[config.mk]
export PLATFORM = sky130hd
export DESIGN_NAME = led_panel_fb_ctrl
export DESIGN_NICKNAME = d
export VERILOG_FILES = /design/src/rtl/led_panel_pkg.sv /design/src/rtl/led_panel_fb_bank.sv /design/src/rtl/led_panel_fb_ctrl.sv
export SDC_FILE = /design/constraint.sdc
export NUM_CORES = 1
export LEC_CHECK = 0
export ABC_AREA = 1
export BUFFER_PORTS_ARGS = -buffer_cell sky130_fd_sc_hd__buf_2
export CORE_MARGIN = 4
export CORE_UTILIZATION = 55
export CTS_BUF_LIST = sky130_fd_sc_hd__clkbuf_4 sky130_fd_sc_hd__clkbuf_8
export DETAILED_ROUTE_END_ITERATION = 10
export PLACE_DENSITY = 0.76
export SETUP_SLACK_MARGIN = 0.02
export SLEW_MARGIN = 40
export SYNTH_ARGS = -nofsm -noshare
export SYNTH_HDL_FRONTEND = slang
export SYNTH_SLANG_ARGS = --single-unit
[constraint.sdc]
create_clock -name clk -period 3.9 [get_ports clk]
set_input_delay 0.78 -clock clk [delete_from_list [all_inputs] [get_ports clk]]
set_output_delay 0.78 -clock clk [all_outputs]
set_load 0.01 [all_outputs]
[src/rtl/led_panel_pkg.sv]
// Shared definitions for the LED panel frame-store controller.
// Holds the frame-buffer geometry, command opcodes, FSM state encoding
// and a byte-to-opcode classifier used by the command parser.
package led_panel_pkg;

    localparam int unsigned FB_COLS = 16;
    localparam int unsigned FB_ROWS = 8;
    localparam int unsigned COL_W   = $clog2(FB_COLS);

    typedef logic [COL_W-1:0]   col_t;
    typedef logic [FB_ROWS-1:0] col_data_t;

    // Opcode base values; OP_RGB and OP_COL carry an operand in the low bits.
    localparam logic [7:0] OP_RGB   = 8'h80;
    localparam logic [7:0] OP_CLR   = 8'h90;
    localparam logic [7:0] OP_COL   = 8'hA0;
    localparam logic [7:0] OP_FRAME = 8'hB0;
    localparam logic [7:0] OP_SWAP  = 8'hC0;

    typedef enum logic [1:0] {
        StIdle,
        StColData,
        StFrameData,
        StClear
    } state_e;

    typedef enum logic [2:0] {
        OpRgb,
        OpClr,
        OpCol,
        OpFrame,
        OpSwap,
        OpBad
    } op_e;

    // Classify a first-of-command byte.
    function automatic op_e decode_op(input logic [7:0] b);
        if (b[7:3] == OP_RGB[7:3]) begin
            return OpRgb;
        end else if (b == OP_CLR) begin
            return OpClr;
        end else if (b[7:4] == OP_COL[7:4]) begin
            return OpCol;
        end else if (b == OP_FRAME) begin
            return OpFrame;
        end else if (b == OP_SWAP) begin
            return OpSwap;
        end
        return OpBad;
    endfunction

endpackage

[src/rtl/led_panel_fb_bank.sv]
// One frame-buffer bank: FB_COLS x FB_ROWS register array.
// Ports:
//   clk_i      clock
//   rst_i      synchronous active-high reset, clears every column
//   wr_en_i    write strobe
//   wr_addr_i  write column
//   wr_data_i  write data (bit n = panel row n)
//   rd_addr_i  read column
//   rd_data_o  registered read data (contents before any same-cycle write)
module led_panel_fb_bank
    import led_panel_pkg::*;
(
    input  logic      clk_i,
    input  logic      rst_i,
    input  logic      wr_en_i,
    input  col_t      wr_addr_i,
    input  col_data_t wr_data_i,
    input  col_t      rd_addr_i,
    output col_data_t rd_data_o
);

    col_data_t mem_q [FB_COLS];
    col_data_t rd_q;

    always_ff @(posedge clk_i) begin
        if (rst_i) begin
            for (int i = 0; i < FB_COLS; i++) begin
                mem_q[i] <= '0;
            end
            rd_q <= '0;
        end else begin
            if (wr_en_i) begin
                mem_q[wr_addr_i] <= wr_data_i;
            end
            rd_q <= mem_q[rd_addr_i];
        end
    end

    assign rd_data_o = rd_q;

endmodule

[src/rtl/led_panel_fb_ctrl.sv]
// Double-buffered frame-store controller for the 32x16 LED panel.
// Parses UART command bytes, writes the back bank, and lets the scanner read
// the front bank. Swaps and colour changes are applied only on frame_done.
// Ports:
//   clk           system clock
//   reset         synchronous active-high reset
//   rx_dv         one-cycle strobe, rx_byte valid
//   rx_byte       command/data byte
//   frame_done    one-cycle frame-boundary pulse from the scanner
//   rd_col        scanner read column
//   rd_data       registered front-bank column
//   rgb           active colour {r,g,b}
//   busy          high while clearing the back bank
//   swap_pending  swap requested, not yet applied
//   err           one-cycle protocol error pulse
module led_panel_fb_ctrl
    import led_panel_pkg::*;
#(
    parameter int unsigned TIMEOUT_CYCLES = 4096,
    parameter logic [2:0]  RGB_RESET      = 3'b101
) (
    input  logic       clk,
    input  logic       reset,
    input  logic       rx_dv,
    input  logic [7:0] rx_byte,
    input  logic       frame_done,
    input  logic [3:0] rd_col,
    output logic [7:0] rd_data,
    output logic [2:0] rgb,
    output logic       busy,
    output logic       swap_pending,
    output logic       err
);

    localparam int unsigned CntW   = (TIMEOUT_CYCLES > 2) ? $clog2(TIMEOUT_CYCLES) : 1;
    localparam logic [CntW-1:0] CntMax = CntW'(TIMEOUT_CYCLES - 1);

    state_e          state_q;
    col_t            wr_col_q;
    col_t            clr_col_q;
    logic [CntW-1:0] idle_cnt_q;
    logic            bank_sel_q;
    logic            bank_sel_rd_q;
    logic            swap_pending_q;
    logic [2:0]      rgb_q;
    logic [2:0]      rgb_pend_q;
    logic            rgb_pend_v_q;
    logic            err_q;

    op_e       op;
    logic      wr_en;
    col_t      wr_addr;
    col_data_t wr_data;
    col_data_t rd_data0;
    col_data_t rd_data1;

    assign op = decode_op(rx_byte);

    // Back-bank write port; bank_sel_q is the pre-swap value on a frame_done cycle.
    always_comb begin
        wr_en   = 1'b0;
        wr_addr = wr_col_q;
        wr_data = rx_byte;
        unique case (state_q)
            StColData, StFrameData: wr_en = rx_dv;
            StClear: begin
                wr_en   = 1'b1;
                wr_addr = clr_col_q;
                wr_data = '0;
            end
            default: wr_en = 1'b0;
        endcase
    end

    always_ff @(posedge clk) begin
        if (reset) begin
            state_q        <= StIdle;
            wr_col_q       <= '0;
            clr_col_q      <= '0;
            idle_cnt_q     <= '0;
            bank_sel_q     <= 1'b0;
            bank_sel_rd_q  <= 1'b0;
            swap_pending_q <= 1'b0;
            rgb_q          <= RGB_RESET;
            rgb_pend_q     <= RGB_RESET;
            rgb_pend_v_q   <= 1'b0;
            err_q          <= 1'b0;
        end else begin
            err_q         <= 1'b0;
            // Delayed select lines the bank mux up with the registered bank reads.
            bank_sel_rd_q <= bank_sel_q;

            // Frame-boundary updates first, so a same-cycle request below overrides
            // the clear and is deferred to the following boundary.
            if (frame_done) begin
                if (swap_pending_q) begin
                    bank_sel_q     <= ~bank_sel_q;
                    swap_pending_q <= 1'b0;
                end
                if (rgb_pend_v_q) begin
                    rgb_q        <= rgb_pend_q;
                    rgb_pend_v_q <= 1'b0;
                end
            end

            unique case (state_q)
                StIdle: begin
                    if (rx_dv) begin
                        idle_cnt_q <= '0;
                        unique case (op)
                            OpRgb: begin
                                rgb_pend_q   <= rx_byte[2:0];
                                rgb_pend_v_q <= 1'b1;
                            end
                            OpClr: begin
                                clr_col_q <= '0;
                                state_q   <= StClear;
                            end
                            OpCol: begin
                                wr_col_q <= rx_byte[3:0];
                                state_q  <= StColData;
                            end
                            OpFrame: begin
                                wr_col_q <= '0;
                                state_q  <= StFrameData;
                            end
                            OpSwap:  swap_pending_q <= 1'b1;
                            default: err_q          <= 1'b1;
                        endcase
                    end
                end
                StColData, StFrameData: begin
                    if (rx_dv) begin
                        idle_cnt_q <= '0;
                        if (state_q == StFrameData) begin
                            wr_col_q <= wr_col_q + 4'd1;
                            if (wr_col_q == col_t'(FB_COLS - 1)) begin
                                state_q <= StIdle;
                            end
                        end else begin
                            state_q <= StIdle;
                        end
                    end else if (idle_cnt_q == CntMax) begin
                        // Abandon the command; columns already written are kept.
                        state_q <= StIdle;
                        err_q   <= 1'b1;
                    end else begin
                        idle_cnt_q <= idle_cnt_q + 1'b1;
                    end
                end
                StClear: begin
                    if (rx_dv) begin
                        err_q <= 1'b1;
                    end
                    clr_col_q <= clr_col_q + 4'd1;
                    if (clr_col_q == col_t'(FB_COLS - 1)) begin
                        state_q <= StIdle;
                    end
                end
                default: state_q <= StIdle;
            endcase
        end
    end

    led_panel_fb_bank u_bank0 (
        .clk_i     (clk),
        .rst_i     (reset),
        .wr_en_i   (wr_en & bank_sel_q),
        .wr_addr_i (wr_addr),
        .wr_data_i (wr_data),
        .rd_addr_i (rd_col),
        .rd_data_o (rd_data0)
    );

    led_panel_fb_bank u_bank1 (
        .clk_i     (clk),
        .rst_i     (reset),
        .wr_en_i   (wr_en & ~bank_sel_q),
        .wr_addr_i (wr_addr),
        .wr_data_i (wr_data),
        .rd_addr_i (rd_col),
        .rd_data_o (rd_data1)
    );

    assign rd_data      = bank_sel_rd_q ? rd_data1 : rd_data0;
    assign rgb          = rgb_q;
    assign busy         = (state_q == StClear);
    assign swap_pending = swap_pending_q;
    assign err          = err_q;

endmodule
# --- Yosys cells after proc, flatten, opt, wreduce, memory -nomap -nowiden ---
# Memories as Yosys holds them, arrays and structs flattened. A register that Yosys moved wholly into a read port is not among the register bits.
# Index checks and enable logic that the tools add are counted.
op_classes:
  n_bitwise: 3
  eq_ne: 25
  n_mux: 63
  reduce_logical: 15
  addsub: 3
ops:
  columns: ["operator", "n"]
  rows:
  - ["$mux W12", 3]
  - ["$mux W4", 8]
  - ["$mux W8", 4]
  - ["$mux W1", 28]
  - ["$eq A8 B8 Y1 const B", 3]
  - ["$pmux W12 S2", 1]
  - ["$pmux W4 S2", 3]
  - ["$mux W3", 6]
  - ["$reduce_or A8 Y1", 2]
  - ["$add A12 B1 Y12 const B", 1]
  - ["$eq A12 B12 Y1 const B", 1]
  - ["$eq A4 B4 Y1 const B", 3]
  - ["$mux W2", 6]
  - ["$pmux W2 S3", 2]
  - ["$reduce_and A5 Y1", 2]
  - ["$reduce_and A3 Y1", 3]
  - ["$add A4 B1 Y4 const B", 2]
  - ["$eq A3 B2 Y1 const B", 2]
  - ["$ne A2 B2 Y1 const B", 3]
  - ["$ne A3 B3 Y1 const B", 2]
  - ["$eq A5 B5 Y1 const B", 1]
  - ["$reduce_or A5 Y1", 1]
  - ["$eq A2 B2 Y1 const B", 2]
  - ["$ne A2 B1 Y1 const B", 2]
  - ["15 further kinds", 18]
word_totals:
  reg_bits: 33
  in_bits: 16
  elab_cells: 122
  memories: 2
  output_inout_bits: 14
  ram_bits: 256
memory_table:
  columns: ["memory", "words", "width", "read_ports", "rd_ports_with_merged_regs", "write_ports", "line_no", "text"]
  rows:
  - ["u_bank0.mem_q", 16, 8, 1, 1, 16, "led_panel_fb_bank.sv:22", "col_data_t mem_q [FB_COLS];"]
  - ["u_bank1.mem_q", 16, 8, 1, 1, 16, "led_panel_fb_bank.sv:22", null]

# --- Depth between registers and ports, before layout ---
depth:
  ltp_word: 12
  mapped_depth: 11

# --- Hierarchy ---
# From an unflattened synthesis, not the netlist that was laid out.
unflattened:
  hier_cells: 1738
  area_unflattened_um2: 15036.9
modules_own_cells:
  columns: ["module", "area_per_inst_um2", "instances", "cells_each", "seq_area_each_um2"]
  rows:
  - ["led_panel_fb_bank (u_bank1)", 6438.7, 1, 701, 4003.8]
  - ["led_panel_fb_bank (u_bank0)", 6437.4, 1, 701, 4003.8]
  - ["led_panel_fb_ctrl", 2160.8, 1, 336, 660.6]

# --- Least setup slack after synthesis ---
# OpenSTA, ideal clock, no wires.
synth_path:
  path_kind: "input -> register"
  from: "input rx_dv"
  to: "memory u_bank0.mem_q[11][0] in the netlist's numbering, enable pin"
  setup_slack_ns: 1.479
  required_time_ns: 3.571
  cell_stages: 7
  path_buffers: 1
  t_arrival_ns: 2.092
  setup_ns: 0.329
  path_cell_list: "inv_1 > o21ai_0 > nand2_1 > nor3_2 > buf_6 > nand3_2 > nand2_1"
synth_lines:
  columns: ["item", "line_no", "text"]
  rows:
  - ["start, declared", "led_panel_fb_ctrl.sv:24", "input logic rx_dv,"]
  - ["end, declared", "led_panel_fb_bank.sv:22", null]

==> reports/metrics.cfg <==
[clocking]
numClockSinks = 305
ctsLongestPathBuffers = 3
cts_root_buffer = clkbuf_8
cts-htree-levels = 2
cts_resized = 0
cts_made_buffers = 50
postCtsHoldBufs = 0
clkSlewWorstSetupHoldPaths_ns = 0.06
post_cts_buffers = 0
clock_latency_ns = 0.58
cts_tree = yes

[place]
gp_congestion = 0.8664
placed_cell_area_um2 = 14300
dp_cells = 1734
hpwlAfterDp_mm = 21.91
portBuffers = 29

[worst_setup_path]
worstSetupPathType = register to register
r2r_slack_ns = 0.95
critPathArrivalTime_ns = 3.19
cp_cell_sequence = ha_1 -> inv_2 -> nor2_1 -> a21oi_2 -> inv_1 -> nor2_2 -> nand3_2 -> nand2_1
worstSetupStartpointType = register
cp-end-kind = register
crit_buf_inv = 2
worstPathRequired_ns = 4.14
cp_max_fo = 17
cpLargestDelayFamily = simple AND/OR/NAND/NOR gates
reg2regPathDepth = 8
slowest_delay_ns = 0.59
reg2reg_to = u_bank1.mem_q[15][3]
cp_slowest_cell = nor2_2
r2r-start = state_q[0]

[grt]
grt_pass1_wl_mm = 55.16
antenna_found_initial = 0
grt_max_degree = 73
grt.met1_usage_pct = 34.08
met3_usage_pct = 3.966
grt_pass1_vias = 10270
busiest_layer = met2
grt-ovfl-total = 0
gr-usage-all-layers_pct = 24.77
met2_usage_pct = 40.50

[die]
die-area_um2 = 27980
boundaryPins = 30
fp.dieW_um = 167.3
die_y_um = 167.3
coreArea_um2 = 25040
num_rows = 58
initial_utilization_pct = 55.73

[routing]
route.vias.total = 10740
dr.pass1.iters = 5
first_iter_violations = 1416
drt_wl_total_mm = 35.49
route.detailed.drc = 0
wl_per_cell_um = 19.41
vias_per_cell = 5.874
ant_nets = 0

[timing]
timing.hold.ws_ns = 0.4483
fin_crit_sh_pct = 75.60
final_max_slew_viol_count = 0
fmax_ghz = 0.3392
finalSetupTns_ns = 0
skew_ns = 0.03458
rsz0062_at_grt = false
slew_headroom_pct = 49.76
max_slew.worst_pin.slew_ns = 0.7528
final-setup-viol-count = 0
post-route-min-period_ns = 2.948
hold_viol = 0

[finish]
multiInputGateArea_um2 = 4721
antennaDiodeCount = 0
layoutNonFillerInstCount = 1828
synthToLayoutAreaGrowth_pct = 10.23
final_common_cell = nor2_1
drive_gt1_share_pct = 13.15
fill_cells = 2046
final_cell_mix = nor2_1, edfxtp_1, o21ai_0
fin_area_um2 = 15380
fin_nets = 1480
seqCellArea_um2 = 8668

[hold_path]
min_to = rgb_pend_q[1]
min_delay_path_depth = 2
min_path_type = register to register
hp-start = rgb_pend_q[1]

[pwr]
cellPowerDensity_nw_per_um2 = 487.9
power_frac_clock_pct = 39.1
p_int_mw = 5.530
swShare_pct = 26.31
seq_power_share_pct = 49.5
power.share.combinational_pct = 11.4
power.leakage_nw = 5.928
ir_worst_vdd_mv = 0.2830
switchingPower_mw = 1.975

[logic_synthesis]
synth_flop_cell = edfxtp_1
synth-seq-cells = 305
yosysUniqueCellTypes = 30
netlist_area_um2 = 13950
synthArstFlopShare_pct = 0
ys_seq_area_share_pct = 62.12
synth-edff-count = 256
synth_fp_nets = 1471
synthCells = 1447
syn_area_per_cell_um2 = 9.643
ys_warn_count = 0

[run_status]
status = finished, final reports clean

[job]
cap_violations = 0

## cell type report
cell class / instances / area share [%]
clock buffer: 84 / 6.459
clock inverter: 10 / 0.5450
sequential: 305 / 56.36
timing repair buffer: 47 / 1.920
inverter: 55 / 1.342
tap: 330 / 2.684
multi-input combinational: 997 / 30.69
## metal layers
layer	wire [µm]	share of wire (%)	up-vias
met2	16920	48	547
met5	0	0	-
met3	3194	9.0	94
met1	14260	40	5120
met4	1120	3.2	0
li1	-	-	4977
## Yosys cell counts, drive strengths merged, types with 3 or more instances
master / count / share of area [%]
nand4: 5 / 0.22
buf: 26 / 0.84
mux2: 8 / 0.65
o211ai: 66 / 3.6
nor3: 9 / 0.39
a21oi: 33 / 1.2
inv: 55 / 1.5
o21bai: 3 / 0.16
o21ai: 153 / 5.5
edfxtp: 256 / 55
nand3: 85 / 4.2
nor2: 510 / 14
clkbuf: 64 / 1.7
dfxtp: 49 / 7.0
nand2: 110 / 3.0
ha: 8 / 0.72
## cell families after synthesis
kind of cell	Yosys count	share of synthesized area (%)
and+or+nand+nor	723	21.90
DFF	305	62.12
AOI/OAI and AO/OA	258	10.57
buffers and inverters	145	4.044
muxes	8	0.6456
adders and majority gates	8	0.7174
## flip-flops by register name (all words and copies together) (netlist names)
register and flops:
idle_cnt_q 12, wr_col_q 4, clr_col_q 4, swap_pending 1
state_q 2, rgb_pend_q 3, bank_sel_q 1, rgb_pend_v_q 1
u_bank0.rd_data_o 8, u_bank1.rd_data_o 8, u_bank0.mem_q 128, u_bank1.mem_q 128
rgb 3, err 1, bank_sel_rd_q 1
## worst reg2reg max path, stage by stage, from the launching register on
cell and delay [ns]:
dfxtp_1 0.33, ha_1 0.30, inv_2 0.26, nor2_1 0.11, a21oi_2 0.23, inv_1 0.13, nor2_2 0.59, nand3_2 0.31
nand2_1 0.37
## power groups by stage
stage	Sequential [mW]	Clock [mW]	Combinational, mW
after global routing	3.72	3.13	0.927
after floorplan	3.76	0	0.569
final	3.71	2.94	0.853
after global placement	3.77	0	0.814
after CTS	3.71	2.97	0.837
after detailed placement	3.78	0	0.831
## metrics by stage
stage,total power [mW],utilization [%],worst slack (ns)
after floorplan,4.326,-,1.479
after global routing,7.776,61.43,0.7868
after detailed placement,4.609,57.13,0.9296
final,7.505,61.43,0.9517
after global placement,4.588,57.13,0.9752
after CTS,7.515,61.43,1.006
## worst max-delay path by stage
stage	start	end	slack, ns	cells after the start
global placement	reset	u_bank1.mem_q[0][2]	0.98	4
global route	state_q[0]	u_bank1.mem_q[7][4]	0.79	8
finish	state_q[0]	u_bank1.mem_q[15][3]	0.95	8
CTS	state_q[0]	u_bank1.mem_q[15][4]	1.01	8
detailed placement	reset	u_bank1.mem_q[1][1]	0.93	4
floorplan	rx_dv	u_bank0.mem_q[11][0]	1.48	7
Power figures use the tool's default switching activity.
